[config.mk]
export PLATFORM = sky130hd
export DESIGN_NAME = count_sequencer
export DESIGN_NICKNAME = d
export VERILOG_FILES = /design/src/rtl/count_sequencer.sv
export SDC_FILE = /design/constraint.sdc
export NUM_CORES = 1
export LEC_CHECK = 0
export ABC_AREA = 1
export CAP_MARGIN = 20
export CORE_MARGIN = 8
export CORE_UTILIZATION = 64
export CTS_BUF_LIST = sky130_fd_sc_hd__clkbuf_4 sky130_fd_sc_hd__clkbuf_8
export CTS_CLUSTER_SIZE = 25
export DETAILED_ROUTE_END_ITERATION = 7
export GPL_TIMING_DRIVEN = 0
export PLACE_DENSITY_LB_ADDON = 0.05
export SETUP_SLACK_MARGIN = 0.5
export SLEW_MARGIN = 40
export SYNTH_ARGS = -nofsm -noshare
export SYNTH_HDL_FRONTEND = slang
export SYNTH_SLANG_ARGS = --single-unit
[constraint.sdc]
create_clock -name clk -period 2.8 [get_ports clk]
set_clock_uncertainty 0.15 [all_clocks]
set_input_delay 0.56 -clock clk [delete_from_list [all_inputs] [get_ports clk]]
set_output_delay 0.56 -clock clk [all_outputs]
set_load 0.01 [all_outputs]
[src/rtl/count_sequencer.sv]
// Run/pause/clear controller for the display counter.
// A prescaler paces an up/down counter; the tick output is a one-cycle enable.
module count_sequencer #(
    parameter int TICK_DIV = 100_000_000,
    parameter int MAX_VAL  = 9999,
    parameter int CW       = 14,
    parameter int WRAP     = 1
) (
    input  logic          clk,
    input  logic          rst,
    input  logic          start,
    input  logic          stop,
    input  logic          clear,
    input  logic          load,
    input  logic [CW-1:0] load_val,
    input  logic          up_dn,
    output logic [CW-1:0] count,
    output logic          tick,
    output logic          running,
    output logic          done,
    output logic [1:0]    state
);

    localparam int PW = (TICK_DIV > 1) ? $clog2(TICK_DIV) : 1;
    localparam logic [PW-1:0] PRE_LAST = PW'(TICK_DIV - 1);
    localparam logic [CW-1:0] TOP = CW'(MAX_VAL);

    typedef enum logic [1:0] {
        IDLE  = 2'b00,
        RUN   = 2'b01,
        PAUSE = 2'b10,
        DONE  = 2'b11
    } state_t;

    state_t st;
    logic [PW-1:0] pre;

    logic          step;
    logic          term;
    logic          load_ok;
    logic [CW-1:0] nxt;
    logic [CW-1:0] ldv;

    assign step    = (st == RUN) && (pre == PRE_LAST);
    assign term    = up_dn ? (count == TOP) : (count == '0);
    assign load_ok = load && ((st == IDLE) || (st == PAUSE));
    assign ldv     = (load_val > TOP) ? TOP : load_val;

    // At the terminal value either wrap to the opposite end or hold.
    always_comb begin
        nxt = count;
        if (term) begin
            if (WRAP != 0) nxt = up_dn ? '0 : TOP;
        end else begin
            nxt = up_dn ? count + CW'(1) : count - CW'(1);
        end
    end

    always_ff @(posedge clk or posedge rst) begin
        if (rst) begin
            st    <= IDLE;
            count <= '0;
            pre   <= '0;
            tick  <= 1'b0;
        end else if (clear) begin
            st    <= IDLE;
            count <= '0;
            pre   <= '0;
            tick  <= 1'b0;
        end else begin
            tick <= 1'b0;
            if (load_ok) begin
                count <= ldv;
            end else begin
                unique case (st)
                    IDLE: begin
                        pre <= '0;
                        if (start) st <= RUN;
                    end
                    RUN: begin
                        if (step) begin
                            pre   <= '0;
                            tick  <= 1'b1;
                            count <= nxt;
                            if (term && (WRAP == 0)) st <= DONE;
                            else if (stop)           st <= PAUSE;
                        end else begin
                            pre <= pre + PW'(1);
                            if (stop) st <= PAUSE;
                        end
                    end
                    PAUSE: begin
                        if (start) st <= RUN;
                    end
                    DONE: begin
                        pre <= '0;
                    end
                endcase
            end
        end
    end

    assign state   = st;
    assign running = (st == RUN);
    assign done    = (st == DONE);

endmodule

---- Word level (Yosys, flattened, before mapping) ----
Index checks and enable logic that the tools add are counted.
word-level totals
  register bits ........................... 44
  input port bits ......................... 21
  output and inout bits ................... 19
  word-level logic and storage cells ...... 52
operators by class
  add/sub/neg operators ................... 3
  magnitude comparators ................... 1
  equality and inequality tests ........... 8
  multiplexer cells ....................... 22
  reductions and logical operators ........ 14
operators with widths
  cell                                                 count
  2-to-1 mux 14 bit                                    8
  2-to-1 mux 27 bit                                    3
  one-hot mux 27 bit (2 select lines)                  1
  adder 27 x 1 -> 27 bit, second input constant        1
  equality test 27 bit, second input constant          1
  adder 14 x 1 -> 14 bit, second input constant        1
  equality test 14 bit, second input constant          1
  > comparator 14 bit, second input constant           1
  zero test 14 bit                                     1
  subtractor 14 x 1 -> 14 bit, second input constant   1
  nonzero test 3 bit                                   4
  2-to-1 mux 2 bit                                     4
  2-to-1 mux 1 bit                                     5
  equality test 2 bit, second input constant           2
  one-hot mux 2 bit (2 select lines)                   1
  AND reduction 2 bit                                  2
  AND reduction 4 bit                                  1
  OR reduction 2 bit                                   2
  != test 3 x 1 -> 1 bit, second input constant        1
  != test 3 bit, second input constant                 1
  equality test 2 x 1 -> 1 bit, second input constant  1
  logical AND 1 bit                                    2
  zero test 2 bit                                      1
  != test 2 bit, second input constant                 1
  logical OR 1 bit                                     1

---- Longest topological paths before layout ----
  depth after elaboration ................. 7
  gate-level depth with buffers ........... 13

---- Least setup slack after synthesis ----
No wires, ideal clock.
  path kind ............................... input -> register
  start point ............................. in up_dn
  end point ............................... reg count[9]
  setup time .............................. 118 ps
  arrival ................................. 1990 ps
  slack ................................... 542 ps
  cell stages on the path ................. 11
  cells stage by stage .................... inv_1 -> ha_1 -> or2_2 -> nand3_1 -> nand2_1 -> nand2_1 -> nand2_1 -> nand2_1 -> nand3_1 -> a21oi_1 -> nor2_1
on the way
  longest elaborated chain between the ends .. 6
ends and longest elaborated chain
  item                                       RTL line  source
  start: declaration                         16        input logic up_dn,
  2-to-1 mux 14 bit (tied with other cells)  55        nxt = up_dn ? count + CW'(1) : count - CW'(1);
  2-to-1 mux 14 bit *                        52        if (term) begin
  2-to-1 mux 14 bit *                        81        if (step) begin
  2-to-1 mux 14 bit *                        75        unique case (st)
  2-to-1 mux 14 bit *                        72        if (load_ok) begin
  2-to-1 mux 14 bit *                        65        end else if (clear) begin
  end signal: assignment                     73        count <= ldv;
  end signal: assignment                     84        count <= nxt;
  end: declaration                           17        output logic [CW-1:0] count,
Mark *: on every way between the ends. The rest lies on a longest branch, timed or not. The select of a mux whose other input is x is not followed.
A chain may end at the register's enable or synchronous reset.

---- Worst setup path after layout ----
  start point ............................. in up_dn
  end point ............................... reg count[10]
The elaborated chain is that of the path after synthesis.

==> impl_metrics.py <==
metrics = {
    "outcome": {
        "status": "finished, final reports clean",
    },
    "sta": {
        "maxSlewViolCount": 0,
        "fin_hold_ws_ns": 0.384,
        "max_freq_mhz": 452,
        "hold_viol": 0,
        "relSlewSlack_pct": 62.5,
        "worst_pin_slew_ns": 0.563,
        "rsz0062_at_grt": "no",
        "setup_viol": 0,
        "finalCritPeriodShare_pct": 79.1,
        "period_minus_slack_ns": 2.21,
    },
    "drt": {
        "drcViolationCount": 0,
        "wirelength_um": 10200,
        "drtIter0Drc": 208,
        "ant_nets": 0,
        "post_drt_wl_per_cell_um": 14.9,
        "drtPass1Iterations": 4,
        "viasPerCell": 5.62,
        "vias": 3824,
    },
    "cells_and_area": {
        "fin_nets": 647,
        "antenna_cells": 0,
        "fin_area_um2": 4480,
        "postLayoutCoreUtil_pct": 81.8,
        "syn_to_final_growth_pct": 23.6,
        "drive_above_1_share_pct": 16.0,
    },
    "global_route": {
        "grt_pass1_vias": 3696,
        "gr-usage-all-layers_pct": 23.3,
        "grt_max_degree": 45,
        "grt_pass1_wl_um": 16200,
        "antenna_found_initial": 0,
        "overflow": 0,
    },
    "setup_path": {
        "r2r_end": "pre[21]$_DFFE_PP0P_",
        "cpMaxStageDelayCell": "ha_4",
        "path_max_fanout": 6,
        "arrival_ns": 2.26,
        "slowest_delay_ns": 0.26,
        "reg2reg_from": "state[0]$_DFFE_PP0P_",
        "crit_required_ns": 2.84,
        "crit_path_end_kind": "register",
        "cp_cell_sequence": "buf_2 > clkinvlp_4 > buf_12 > ha_4 > nand2_2 > inv_1 > nand2_1 > nand2_1 > nand2_1 > nand3_1 > nand2_1 > nand3_1 > a21oi_2 > nor2_1",
        "startpoint": "up_dn",
        "critical_path.most_common_cell": "nand2_1",
        "crit_path_start_kind": "primary input",
        "reg2reg_depth": 13,
        "crit_type": "primary input to register",
        "regToRegSetupSlack_ns": 0.68,
    },
    "clock_network": {
        "clkLatencyLatePin_ns": 0.30,
        "cts_inserted_buffers": 5,
        "clockBufferDepth": 2,
        "hold_buffers": 0,
        "clock-sinks": 44,
        "clock-root-buffer": "clkbuf_8",
        "clkSlewWorstSetupHoldPaths_ns": 0.08,
        "tritoncts": "done",
        "htreeDepth": 2,
    },
    "worst_hold_path": {
        "hold_path_startpoint": "pre[16]$_DFFE_PP0P_",
        "hold_depth": 1,
        "worstHoldEndpoint": "pre[16]$_DFFE_PP0P_",
        "hp-class": "register to register",
    },
    "die": {
        "core_um2": 5470,
        "die_w_um": 91.2,
        "die_h_um": 91.2,
        "dieArea_um2": 8330,
        "ios": 40,
        "row_count": 27,
        "start_util_pct": 66.2,
    },
    "power_and_ir_drop": {
        "power_density_nw_per_um2": 835,
        "total_leakage_power_nw": 2.07,
        "power_mw": 3.74,
        "irDropWorstVdd_mv": 0.471,
    },
    "place": {
        "dp_hpwl_um": 7480,
        "gp_congestion": 0.922,
        "io_buffers": 39,
        "postPlaceCellArea_um2": 4110,
    },
    "logic_synthesis": {
        "netlist_area_um2": 3620,
        "synth_edf_count": 0,
        "avgSynthCellArea_um2": 6.49,
        "ys_async_sr_fraction_pct": 100,
        "synth_cell_types": 36,
        "synth_nets": 597,
        "ys_ff_latch": 44,
        "yosys_warnings": 0,
        "ys.flop_type": "dfrtp_1",
        "seq_area_frac_synth_pct": 30.4,
        "post_synth_inst_count": 558,
    },
    "flow_run": {
        "drv_cap": 0,
    },
}
## state kept, by name, summed over array words and instances (netlist names)
| signal | count |
|---|---|
| pre | 27 |
| count | 14 |
| state | 2 |
| tick | 1 |
## cells by family after synthesis
group / count (synthesis) / share of synthesized area, %
compound gates: 71 / 10.8
simple gates: 328 / 40.4
buf+inv: 89 / 10.0
fa+ha+maj: 18 / 6.42
flops: 44 / 30.4
xor+xnor: 8 / 1.93
## placed cells by master (no fill, tap or decap), types with 3 or more instances in the layout
| cell type | netlist | layout |
|---|---|---|
| nor3_1 | 10 | 10 |
| nor2_2 | 12 | 17 |
| clkbuf_8 | 0 | 7 |
| a31oi_1 | 3 | 3 |
| dfrtp_1 | 44 | 43 |
| inv_1 | 78 | 75 |
| nand4_1 | 11 | 11 |
| buf_6 | 3 | 5 |
| a21oi_2 | 0 | 6 |
| inv_2 | 5 | 5 |
| o21ai_0 | 19 | 18 |
| nand3_1 | 42 | 40 |
| nand2_2 | 8 | 15 |
| o21bai_1 | 3 | 3 |
| o21ai_2 | 3 | 4 |
| nand2_4 | 3 | 4 |
| nor2_1 | 100 | 94 |
| and2_1 | 4 | 4 |
| ha_4 | 0 | 11 |
| nand2_1 | 128 | 120 |
| nor2_4 | 5 | 6 |
| xor2_1 | 6 | 6 |
| ha_1 | 17 | 5 |
| a21oi_1 | 36 | 30 |
| clkdlybuf4s50_1 | 0 | 37 |
| nand3_2 | 1 | 3 |
## worst max path at each step
stage	end	slack [ns]	cells past startpoint
floorplan	count[9]$_DFFE_PP0P_	0.54	11
global placement	count[8]$_DFFE_PP0P_	-0.25	10
detailed placement	count[9]$_DFFE_PP0P_	-0.26	12
CTS	count[8]$_DFFE_PP0P_	0.50	10
global route	count[10]$_DFFE_PP0P_	0.48	14
finish	count[10]$_DFFE_PP0P_	0.59	14
## power by group
group	switching (mW)	internal [mW]	total, mW
sequential	0.219	0.760	0.978
combinational	1.32	0.998	2.31
clock	0.226	0.220	0.446
## timing repair
item / in CTS / in global routing
buffers inserted: 3 / 1
pin swaps: 0 / 8
resized for setup: 9 / 44
setup endpoints to repair: 13 / 16
endpoints found under the hold margin: 0 / 0
## synth_stat cells, types with 2 or more instances
cell | instances | area, um^2
nand2_1 | 128 | 480
inv_2 | 5 | 18.8
nand3_1 | 42 | 210
buf_6 | 3 | 33.8
o211ai_1 | 2 | 15.0
and2_1 | 4 | 25.0
inv_1 | 78 | 293
nand2_2 | 8 | 50.1
dfrtp_1 | 44 | 1100
nor3_1 | 10 | 50.1
nor2_2 | 12 | 75.1
ha_1 | 17 | 213
a31oi_1 | 3 | 18.8
nand4_1 | 11 | 68.8
o21ai_2 | 3 | 26.3
xnor2_1 | 2 | 17.5
o21bai_1 | 3 | 22.5
nor2_4 | 5 | 56.3
o21ai_0 | 19 | 95.1
nor2_1 | 100 | 375
a21oi_1 | 36 | 180
xor2_1 | 6 | 52.6
o22ai_1 | 2 | 12.5
nand2_4 | 3 | 33.8
## per-layer routing
layer | global-route usage, % | share of wire [%] | up-vias
met3 | 3.87 | 4.6 | 33
met2 | 44.6 | 53 | 120
met1 | 24.1 | 39 | 1796
met5 | 0 | 0 | -
met4 | 10.6 | 3.5 | 0
li1 | - | - | 1875
## metrics by stage
stage               worst slack [ns]  TNS (ns)  std cells
finish                         0.586         0        680
global route                   0.484         0        680
global placement              -0.253     -1.55        669
floorplan                      0.542         0        558
CTS                            0.500         0        679
detailed placement            -0.260     -1.85        669
## worst max-delay path: cells and delay by family
kind            cells  cell delay, ns
buf+inv             4            0.61
fa+ha+maj           1            0.26
simple gates        8            0.66
compound gates      1            0.15
## final cells by class
type | instances | area, um^2
Multi-Input combinational cell | 425 | 2380
Sequential cell | 44 | 1100
Fill cell | 400 | 993
Timing Repair Buffer | 43 | 434
Inverter | 84 | 328
Clock buffer | 7 | 96.3
Tap cell | 72 | 90.1
Buffer | 5 | 46.3
No activity file was read; power rests on OpenSTA's default activity.
